<file path="src/rtl/vram_arbiter.sv">
// vram_arbiter: shares the single-port video RAM between the CPU
// external-memory path and the video scanout fetcher. Video has priority;
// the CPU wins once CPU_STARVE_MAX video grants have passed it by.
// Optional feature macro: VRAM_ARB_OVERRUN_EN (sticky vidOverrun flag).
// Handshake: cpuReq is a level held until the one-cycle cpuAck pulse;
// vidReq is a one-cycle pulse answered by a one-cycle vidValid pulse.
module vram_arbiter #(
  parameter int ADDR_W         = 11,
  parameter int CPU_STARVE_MAX = 4
) (
  input  logic              clk,
  input  logic              reset,
  input  logic              cpuReq,
  input  logic              cpuWrite,
  input  logic [ADDR_W-1:0] cpuAddr,
  input  logic [7:0]        cpuWdata,
  output logic [7:0]        cpuRdata,
  output logic              cpuAck,
  input  logic              vidReq,
  input  logic [ADDR_W-1:0] vidAddr,
  output logic [7:0]        vidData,
  output logic              vidValid,
  output logic              vidOverrun,
  input  logic              vidOverrunClr,
  output logic              ramEn,
  output logic              ramWe,
  output logic [ADDR_W-1:0] ramAddr,
  output logic [7:0]        ramWdata,
  input  logic [7:0]        ramRdata
);

  localparam logic [3:0] STARVE_LIM = 4'(CPU_STARVE_MAX);

  typedef enum logic [1:0] {
    IDLE   = 2'd0,
    ACCESS = 2'd1,
    RESP   = 2'd2
  } state_t;

  state_t              state, state_next;
  logic                vid_pend;
  logic [ADDR_W-1:0]   vid_addr_q;
  logic [3:0]          starve_cnt;
  logic                owner_cpu;
  logic                owner_write;

  logic                arb;
  logic                cpu_elig;
  logic                vid_avail;
  logic [ADDR_W-1:0]   vid_grant_addr;
  logic                vid_win;
  logic                cpu_win;
  logic                overrun_evt;

  // Arbitration and next-state decode; a fresh vidReq competes in the same cycle
  always_comb begin
    state_next     = state;
    arb            = (state == IDLE) || (state == RESP);
    // A held cpuReq must not be re-granted while its access is finishing
    cpu_elig       = cpuReq && !((state == RESP) && owner_cpu) && !cpuAck;
    vid_avail      = vid_pend || vidReq;
    vid_grant_addr = vid_pend ? vid_addr_q : vidAddr;
    vid_win        = arb && vid_avail && !((starve_cnt >= STARVE_LIM) && cpu_elig);
    cpu_win        = arb && !vid_win && cpu_elig;
    // A pending fetch that is not served now gets its address overwritten
    overrun_evt    = vidReq && vid_pend && !vid_win;
    case (state)
      IDLE:    state_next = (vid_win || cpu_win) ? ACCESS : IDLE;
      ACCESS:  state_next = RESP;
      RESP:    state_next = (vid_win || cpu_win) ? ACCESS : IDLE;
      default: state_next = IDLE;
    endcase
  end

  // State register
  always_ff @(posedge clk) begin
    if (reset) state <= IDLE;
    else       state <= state_next;
  end

  // Video capture, starvation count, grant registration and completion
  always_ff @(posedge clk) begin
    if (reset) begin
      vid_pend    <= 1'b0;
      vid_addr_q  <= '0;
      starve_cnt  <= 4'd0;
      owner_cpu   <= 1'b0;
      owner_write <= 1'b0;
      ramEn       <= 1'b0;
      ramWe       <= 1'b0;
      ramAddr     <= '0;
      ramWdata    <= 8'd0;
      cpuRdata    <= 8'd0;
      cpuAck      <= 1'b0;
      vidData     <= 8'd0;
      vidValid    <= 1'b0;
    end else begin
      // A vidReq granted straight from the input never becomes pending
      if (vidReq && !(vid_win && !vid_pend)) begin
        vid_pend   <= 1'b1;
        vid_addr_q <= vidAddr;
      end else if (vid_win) begin
        vid_pend <= 1'b0;
      end

      if (arb) begin
        if (!cpu_elig || cpu_win)
          starve_cnt <= 4'd0;
        else if (vid_win && (starve_cnt != 4'hF))
          starve_cnt <= starve_cnt + 4'd1;
      end

      ramEn <= vid_win || cpu_win;
      ramWe <= cpu_win && cpuWrite;
      if (vid_win) begin
        ramAddr     <= vid_grant_addr;
        owner_cpu   <= 1'b0;
        owner_write <= 1'b0;
      end else if (cpu_win) begin
        ramAddr     <= cpuAddr;
        ramWdata    <= cpuWdata;
        owner_cpu   <= 1'b1;
        owner_write <= cpuWrite;
      end

      cpuAck   <= 1'b0;
      vidValid <= 1'b0;
      if (state == RESP) begin
        if (owner_cpu) begin
          cpuAck <= 1'b1;
          if (!owner_write) cpuRdata <= ramRdata;
        end else begin
          vidValid <= 1'b1;
          vidData  <= ramRdata;
        end
      end
    end
  end

`ifdef VRAM_ARB_OVERRUN_EN
  // Sticky overrun flag; a set in the same cycle as a clear wins
  always_ff @(posedge clk) begin
    if (reset)              vidOverrun <= 1'b0;
    else if (overrun_evt)   vidOverrun <= 1'b1;
    else if (vidOverrunClr) vidOverrun <= 1'b0;
  end
`else
  assign vidOverrun = 1'b0;
  logic unused_overrun;
  assign unused_overrun = overrun_evt ^ vidOverrunClr;
`endif

endmodule

</file>
<file path="config.mk">
export PLATFORM = sky130hd
export DESIGN_NAME = vram_arbiter
export DESIGN_NICKNAME = d
export VERILOG_FILES = /design/src/rtl/vram_arbiter.sv
export SDC_FILE = /design/constraint.sdc
export NUM_CORES = 1
export LEC_CHECK = 0
export BUFFER_PORTS_ARGS = -buffer_cell sky130_fd_sc_hd__clkbuf_2
export CAP_MARGIN = 30
export CELL_PAD_IN_SITES_DETAIL_PLACEMENT = 1
export CELL_PAD_IN_SITES_GLOBAL_PLACEMENT = 2
export CORE_MARGIN = 1.5
export CORE_UTILIZATION = 25
export DETAILED_ROUTE_END_ITERATION = 6
export PLACE_DENSITY = 0.68
export SLEW_MARGIN = 20
export SYNTH_ARGS = -nofsm -noshare
export SYNTH_HDL_FRONTEND = slang
export SYNTH_SLANG_ARGS = --single-unit
</file>
<file path="constraint.sdc">
create_clock -name clk -period 2.15 [get_ports clk]
set_input_delay 0.43 -clock clk [delete_from_list [all_inputs] [get_ports clk]]
set_output_delay 0.43 -clock clk [all_outputs]
set_load 0.02 [all_outputs]
</file>
==> results.md, run 1 <==
- Sequential element share of the synthesized area: 0.4874
- Dpl cell area: 2978 sq um
- CP Launch Type: flop
- Routed Antenna Nets: 0
- Min Tclk post-route: 1.629 ns
- Wirelength, routed: 6107 um
- Wire length per cell: 13.33 um
- GR Overflow Total: 0
- Worst-Skew Late Latency: 0.34 ns
- PostCTS Resize Cnt: 0
- Syn nets: 287
- Mean area per synthesized cell: 10.01 sq um
- GR Util All Layers: 0.1268
- Layout cells sized above 1: 0.3495
- Reg2Reg Depth: 5
- DRC: 0
- H-tree Lvls: 3
- Gpl congestion: 0.7001
- Number of flops mapped to enable cells by yosys: 0
- Hold Path Origin: ramRdata[5]
- CTS sink cnt: 59
- Vias in the first global route: 2023
- Synth Flop Type: dfxtp_1
- Setup repair bufs after CTS: 0
- Setup violators final: 0
- Fmax: 614.0 MHz
- Num CTS Buffers: 9
- Clk slew on worst S/H paths: 0.07 ns
- Worst Skew: 0.007327 ns
- Worst-Margin Slew: 0.6500 ns
- Global-route wire length before repair: 9908 um
- Port Buf Inserts: 81
- Die width: 101.5 um
- Final nets: 370
- WP data required: 2.39 ns
- Post-synth cell types: 34
- Dpl hpwl: 4321 um
- Placed cells: 443
- VDD IR-drop max: 0.2445 mV
- Final Hold Vio Count: 0
- CP endpoint kind: flop
- N_diodes: 0
- Root Driver: clkbuf_8
- Die area: 10290 sq um
- Cts hold-fix bufs: 0
- Critical Path Start: state[0]
- Post-synthesis cell area: 2424 sq um
- Vias per cell: 4.448
- Via count: 2037
- Unrepaired setup endpoints after global routing: no
- Die height: 101.5 um
- Maximum net fanout on the critical path: 17
- Crit Reg-Reg Endpoint: ramAddr[1]
- Crit share post-route: 0.7575
- Synthesis warning total: 0
- Status: completed
- Critical R2R Launch: state[0]
- Seq cells post-synth: 59
- Drt initial violations: 24
- Core area: 9328 sq um
- Total negative slack: 0 ns
- Setup crit end: ramAddr[1]
- FP Rows: 35
- Pin count of the biggest net entering global routing: 29
- Crit Path Class: reg2reg
- Layout area overhead: 30.25%
- FFs w/ async S/R, synth: 0
- Antenna violations before repair: 0
- R2R Setup Slk: 0.52 ns
- Max-Cap Viols: 0
- Drt pass-1 iters: 4
- Clock buffer depth: 2
- Worst path arrival time: 1.87 ns
- Worst hold path class: in2reg
- Final hold slack: 0.3239 ns
- Slew Viols, Final: 0
- Cells after synthesis: 242
- Power per Cell Area: 804.7 nW/um^2
- Power Total: 0.002540 W
- Layout Cells excl Fill: 458
- Starting density of the core: 0.2598
- CTS tree: built
- Rel. slew slack: 0.5667
- I/O pin count: 84
- Finished Cell Area: 3157 sq um
- P_leak: 1.325 nW
## placed cells by master (no fill, tap or decap), drive strengths merged
cell	instances
buf	9
nand3b	2
clkbuf	94
a32oi	1
nor3b	1
a21oi	13
nand2b	1
inv	3
a41oi	1
dfxtp	59
and2	2
mux2i	39
and2b	4
nor2b	8
a2111oi	1
nand2	19
conb	1
o21ai	3
o311ai	1
a211oi	24
nor3	4
and3b	1
o31ai	1
or2	2
nor2	32
clkinv	2
ha	1
## worst min-delay path by stage
| stage | end | slack [ns] | cells past startpoint |
|---|---|---|---|
| detailed placement | cpuRdata[3] | 0.45 | 2 |
| CTS | cpuRdata[3] | 0.31 | 3 |
| global placement | cpuRdata[7] | 0.44 | 2 |
| global route | cpuRdata[6] | 0.32 | 3 |
| floorplan | state[1] | 0.44 | 1 |
| finish | cpuRdata[5] | 0.32 | 3 |
## Yosys cell counts, types with 2 or more instances
cell type   n  area, sq um
inv_1       2        7.510
a211oi_1   24        180.2
mux2i_1    39        390.4
o21ai_0     2        10.01
clkbuf_1    9        33.78
buf_4       2        15.01
buf_2       4        20.02
nor3_1      2        10.01
a21oi_1    13        65.06
nor2b_1     8        50.05
nand2_1    19        71.32
buf_6       3        33.78
dfxtp_1    59         1181
and2b_1     4        30.03
nand3b_1    2        15.01
nor2_1     32        120.1
## flip-flops by register name, indices dropped and copies added (netlist names)
| name | flops |
|---|---|
| ramAddr | 11 |
| vid_addr_q | 11 |
| cpuRdata | 8 |
| ramWdata | 8 |
| vidData | 8 |
| starve_cnt | 4 |
| state | 2 |
| cpuAck | 1 |
| owner_cpu | 1 |
| owner_write | 1 |
| ramEn | 1 |
| ramWe | 1 |
| vidValid | 1 |
| vid_pend | 1 |
## per-stage QoR
step           worst slack, ns    util
6_report                0.5214  0.3384
5_1_grt                 0.4011  0.3384
4_1_cts                 0.4958  0.3384
3_5_place_dp            0.3034  0.3192
3_3_place_gp            0.3062  0.3192
2_1_floorplan           0.5356       -
## worst max-delay path: stages, from the launching register on
cell and delay, ns:
dfxtp_1 0.57, inv_1 0.24, o311ai_4 0.12, buf_4 0.28
a211oi_1 0.08, a211oi_1 0.23
## report_power, final
group          internal [W]  switching (W)
Sequential          0.00116      0.0000379
Clock              0.000503       0.000434
Combinational      0.000175       0.000233
## per-layer routing
layer  up-vias  track usage  routed length (um)
met5         -            0                   0
met4         0      0.06090                 125
met3         9      0.03589                 209
met2        36       0.2024                2991
met1       983       0.1577                2782
li1       1009            -                   -
## final cells by class
cell class | count | area (sq um)
Clock buffer | 13 | 168.9
Clock inverter | 2 | 10.01
Fill cell | 1104 | 6171
Inverter | 3 | 11.26
Multi-Input combinational cell | 162 | 1139
Sequential cell | 59 | 1181
Tap cell | 129 | 161.4
Timing Repair Buffer | 90 | 485.5
## cells by family after synthesis
logic type	Yosys count	synth area share
simple gates	76	0.1580
flops	59	0.4874
compound gates	45	0.1399
mux	39	0.1611
buf+inv	21	0.04698
fa+ha+maj	1	0.005162
other cells	1	0.001547
(Power assumes the default switching activity.)
==> run 2: changes to the inputs <==
Settings changed: PLACE_DENSITY 0.68 to 0.7.
Clock period 2.15 ns to 1.4 ns, I/O delays scaled along.
==> run 2 against run 1 <==
Against the previous run: the flow now finishes with violations (setup timing); register-to-register slack worse by 0.67 ns; clock-buffer cell count down 2; non-clock buffer count up 30; critical path type unchanged; critical endpoint is now owner_write.
==> results.md, run 2 (synthesis results as in run 1) <==
- Max-Cap Viols: 0
- Grt met2 use: 0.2199
- I/O pin count: 84
- Reg2Reg Depth: 6
- Layout Utilization: 0.3979
- Port Buf Inserts: 81
- Crit-path cells: or2_4, a2111oi_4, buf_4, buf_12, mux2i_1, nor3_1
- GR Util All Layers: 0.1362
- Failing checks: setup timing
- Antenna violations before repair: 0
- CTS sink cnt: 59
- Final nets: 400
- Drt pass-1 iters: 4
- Vias in the first global route: 2215
- Hold Path Sink: cpuRdata[0]
- Die width: 101.5 um
- Root Driver: clkbuf_8
- CP max stage delay: 0.32 ns
- Critical R2R Launch: vid_pend
- Status: finished, violations left
- Routed Antenna Nets: 0
- Worst hold path class: in2reg
- Global-route wire length before repair: 10700 um
- Pre-CTS setup slack: -0.1945 ns
- P_leak: 1.566 nW
- VDD IR-drop max: 0.3917 mV
- Vias per cell: 4.366
- Unrepaired setup endpoints after global routing: yes
- CTS tree: built
- Starting density of the core: 0.2598
- Pin count of the biggest net entering global routing: 29
- R2R Setup Slk: -0.15 ns
- GR Util met1: 0.1704
- GR Overflow Total: 0
- Worst setup margin: -0.1468 ns
- Most frequent cells in the layout: 81 x clkbuf_2, 55 x dfxtp_1, 36 x mux2i_1
- Die height: 101.5 um
- Wire length per cell: 13.62 um
- Min Tclk post-route: 1.547 ns
- Final Hold Vio Count: 0
- Slowest CP cell: dfxtp_2
- Wirelength, routed: 6660 um
- DRC: 0
- Fmax: 646.5 MHz
- Worst path arrival time: 1.76 ns
- Crit Reg-Reg Endpoint: owner_write
- Via count: 2135
- FP Rows: 35
- Maximum net fanout on the critical path: 6
- Hold Path Depth: 3
- Busiest grt layer: met2
- Layout area overhead: 53.12%
- Crit Path Class: reg2reg
- Setup violators final: 36
- Gpl congestion: 0.7066
- Commonest non-fill, non-tap cell in the layout: clkbuf_2
- H-tree Lvls: 3
- Core area: 9328 sq um
- Clk slew on worst S/H paths: 0.07 ns
- Die area: 10290 sq um
- N_diodes: 0
- Top Registers: ramAddr (11), vid_addr_q (11)
- Crit share post-route: 1.105
- Clock buffer depth: 2
- Hold Path Origin: ramRdata[0]
- Power per Cell Area: 1206 nW/um^2
- Power Total: 0.004474 W
- CP Launch Type: flop
- Layout cells sized above 1: 0.4889
- WP data required: 1.61 ns
- Slew Viols, Final: 0
- Drt initial violations: 36
- Met3 usage: 0.02830
- Dpl hpwl: 4576 um
- Num CTS Buffers: 9
- Worst Skew: 0.006928 ns
- Worst-Skew Late Latency: 0.33 ns
- CP endpoint kind: flop
run 2: cell types whose count changed in the layout (fill, tap and decap cells not counted), moves of 3 or more:
| cell | before | now |
|---|---|---|
| a21oi_2 | 0 | 4 |
| mux2i_1 | 39 | 36 |
| a211oi_1 | 24 | 11 |
| a211oi_2 | 0 | 13 |
| buf_12 | 1 | 7 |
| buf_6 | 0 | 9 |
| a21oi_1 | 13 | 9 |
| buf_4 | 8 | 21 |
| dfxtp_1 | 59 | 55 |
run 2: repair_timing:
item / CTS / global route
setup endpoints to repair: 36 / 54
hold endpoints to repair: 0 / 0
hold buffers: 0 / 0
setup buffers: 5 / 4
gates resized for setup: 10 / 26
cloned: 0 / 2
pin swaps: 9 / 6
run 2: metrics by stage:
step | std cells | setup TNS (ns) | cell area, sq um | hold WS [ns]
2_1_floorplan | 242 | -0.4579 | 2461 | 0.4040
6_report | 489 | -3.185 | 3711 | 0.1800
5_1_grt | 489 | -5.625 | 3711 | 0.1745
4_1_cts | 484 | -2.699 | 3536 | 0.1559
3_3_place_gp | 464 | -2.615 | 3228 | 0.4428
3_5_place_dp | 464 | -3.413 | 3228 | 0.4500
run 2: how the worst max path moves through the flow:
stage	startpoint	end	depth (start not counted)
global placement	vidReq	owner_write	6
detailed placement	cpuAck	ramAddr[8]	5
CTS	cpuAck	ramAddr[2]	6
floorplan	vid_pend	ramWdata[7]	5
finish	vid_pend	owner_write	6
global route	vid_pend	owner_write	6
run 2: layout make-up:
class | count | area (sq um)
fillers | 1074 | 5617
multi-input cells | 162 | 1266
flip-flops and latches | 59 | 1191
repair buffers | 120 | 854.6
well taps | 129 | 161.4
clock buffers | 11 | 151.4
clock inverters | 5 | 75.07
inverters | 3 | 11.26
run 2: worst max-delay path: cells and delay by family (launching register included):
kind | cells | cell delay [ns]
AND/OR/NAND/NOR | 2 | 0.30
flip-flops | 1 | 0.32
multiplexers | 1 | 0.19
buffers and inverters | 2 | 0.33
AO/OA/AOI/OAI | 1 | 0.29
run 2: routing by layer:
metal | up-vias | share of wire
li1 | 1080 | -
met3 | 10 | 0.024
met5 | - | 0
met2 | 35 | 0.50
met4 | 0 | 0.018
met1 | 1010 | 0.46
run 2: where the power goes:
part	internal [W]	total, W	switching [W]
Combinational	0.000438	0.000874	0.000436
Clock	0.00109	0.00176	0.000674
Sequential	0.00178	0.00184	0.0000602
Total	0.00330	0.00447	0.00117
==> run 3: changes to the inputs <==
Settings changed: CORE_UTILIZATION 25 to 26, PLACE_DENSITY 0.7 to 0.73.
==> run 3 against run 2 <==
Against the previous run: the flow still finishes with violations (setup timing); highest routed layer unchanged; via count is 0.47% higher; flip-flop and latch count stayed put; global-route usage is 0.056 points higher; final cell count is 4.1% lower; clock skew is 0.0014 ns lower; critical endpoint is now ramAddr[7]; first-iteration DRC count is 44% higher; total power is 5.2% lower; non-clock buffer count is 2 lower; sequential power hardly changed; critical path type unchanged; utilization is 0.30 points lower; register-to-register slack better by 0.04 ns; setup slack better by 0.040 ns; largest cell class unchanged.
==> results.md, run 3 (synthesis results as in run 1) <==
- Status: finished, violations left
- Failing checks: setup timing
- Power Total: 0.004240 W
- Placed cells: 443
- Crit-path cells: nand2b_4, o311ai_4, buf_6, buf_8, buf_12, a211oi_4, a211oi_2
- Vias per cell: 4.574
- Final nets: 398
- CP Launch Type: flop
- Met1 wire length: 2957 um
- Commonest non-fill, non-tap cell in the layout: clkbuf_2
- CTS tree: built
- Num CTS Buffers: 9
- Root Driver: clkbuf_8
- Antenna violations before repair: 0
- Layout cells sized above 1: 0.4804
- Vias in the first global route: 2195
- FP Rows: 35
- Critical Path Start: cpuAck
- Power per Cell Area: 1173 nW/um^2
- Setup violators final: 34
- Routed Antenna Nets: 0
- Gpl congestion: 0.7811
- Drt pass-1 iters: 4
- Port Buf Inserts: 81
- Clk slew on worst S/H paths: 0.07 ns
- Max Used Layer: met4
- Met2 Routed Length: 3353 um
- Max-Cap Viols: 0
- Slowest CP cell: o311ai_4
- Worst hold path class: in2reg
- Unrepaired setup endpoints after global routing: yes
- CTS sink cnt: 59
- P_leak: 1.520 nW
- WP data required: 1.65 ns
- Hold Path Origin: ramRdata[5]
- Worst setup margin: -0.1066 ns
- Wire length per cell: 14.25 um
- Top delay family on crit path: compound AO/OA/AOI/OAI gates
- Wirelength, routed: 6682 um
- Maximum net fanout on the critical path: 5
- VDD IR-drop max: 0.4396 mV
- CP endpoint kind: flop
- Worst Skew: 0.005539 ns
- Total negative slack: -1.738 ns
- Crit share post-route: 1.076
- Crit Path Class: reg2reg
- GR Overflow Total: 0
- Critical R2R Launch: cpuAck
- Core area: 9153 sq um
- DR WL met3: 223 um
- Pin count of the biggest net entering global routing: 30
- Die height: 99.55 um
- Die width: 99.55 um
- Global-route wire length before repair: 10520 um
- Layout Cells excl Fill: 469
- Clock buffer depth: 2
- Cts hold-fix bufs: 0
- I/O pin count: 84
- DRC: 0
- Starting density of the core: 0.2648
- Layout area overhead: 49.10%
- GR Util All Layers: 0.1368
- Buffers & Inverters on Critical Path: 3
- Via count: 2145
- N_diodes: 0
- Fmax: 663.8 MHz
- Most frequent cells in the layout: 81 x clkbuf_2, 54 x dfxtp_1, 37 x mux2i_1
- Die area: 9909 sq um
- Worst-Skew Late Latency: 0.34 ns
- Dpl hpwl: 4602 um
- H-tree Lvls: 3
- Slew Viols, Final: 0
- Final Hold Vio Count: 0
- Worst path arrival time: 1.76 ns
- Top Registers: ramAddr (11), vid_addr_q (11)
- Drt initial violations: 52
- CP max stage delay: 0.35 ns
- Min Tclk post-route: 1.507 ns
-- run 3: final cells by class --
type	count	area, sq um
Clock buffer	11	141.4
Clock inverter	5	52.55
Fill cell	1046	5539
Inverter	3	11.26
Multi-Input combinational cell	162	1266
Sequential cell	59	1192
Tap cell	111	138.9
Timing Repair Buffer	118	810.8
-- run 3: final timing paths --
check | end | slack, ns | cells past startpoint
hold reg to reg | cpuRdata[1] | 0.46 | 2
setup / recovery | ramAddr[7] | -0.11 | 7
setup reg to reg | ramAddr[7] | -0.11 | 7
hold / removal | cpuRdata[5] | 0.18 | 3
-- run 3: power by group --
group          internal (W)  switching [W]
clock network      0.000862       0.000694
logic              0.000417       0.000433
registers           0.00178      0.0000595
-- run 3: stage by stage --
stage | hold slack (ns) | instance area [sq um] | setup WS (ns) | utilization
5_1_grt | 0.1674 | 3613 | -0.1873 | 0.3948
6_report | 0.1760 | 3613 | -0.1066 | 0.3948
4_1_cts | 0.1594 | 3452 | -0.1121 | 0.3772
2_1_floorplan | 0.4040 | 2461 | -0.05395 | -
3_5_place_dp | 0.4512 | 3158 | -0.1881 | 0.3450
3_3_place_gp | 0.4443 | 3158 | -0.1587 | 0.3450
-- run 3: layer usage --
metal / vias up / global-route usage
li1: 1064 / -
met1: 1030 / 0.1661
met2: 41 / 0.2281
met3: 10 / 0.03092
met4: 0 / 0.06717
met5: - / 0
-- run 3: timing repair --
| item | 4_1_cts | 5_1_grt |
|---|---|---|
| buffers inserted | 5 | 4 |
| gates cloned | 2 | 0 |
| resized for setup | 11 | 34 |
| pin swaps | 7 | 9 |
| setup endpoints to repair | 25 | 48 |
-- run 3: worst register-to-register path, stage by stage (launching register included) --
cell and delay (ns):
dfxtp_4 0.34, nand2b_4 0.18, o311ai_4 0.35, buf_6 0.16
buf_8 0.12, buf_12 0.10, a211oi_4 0.03, a211oi_2 0.15
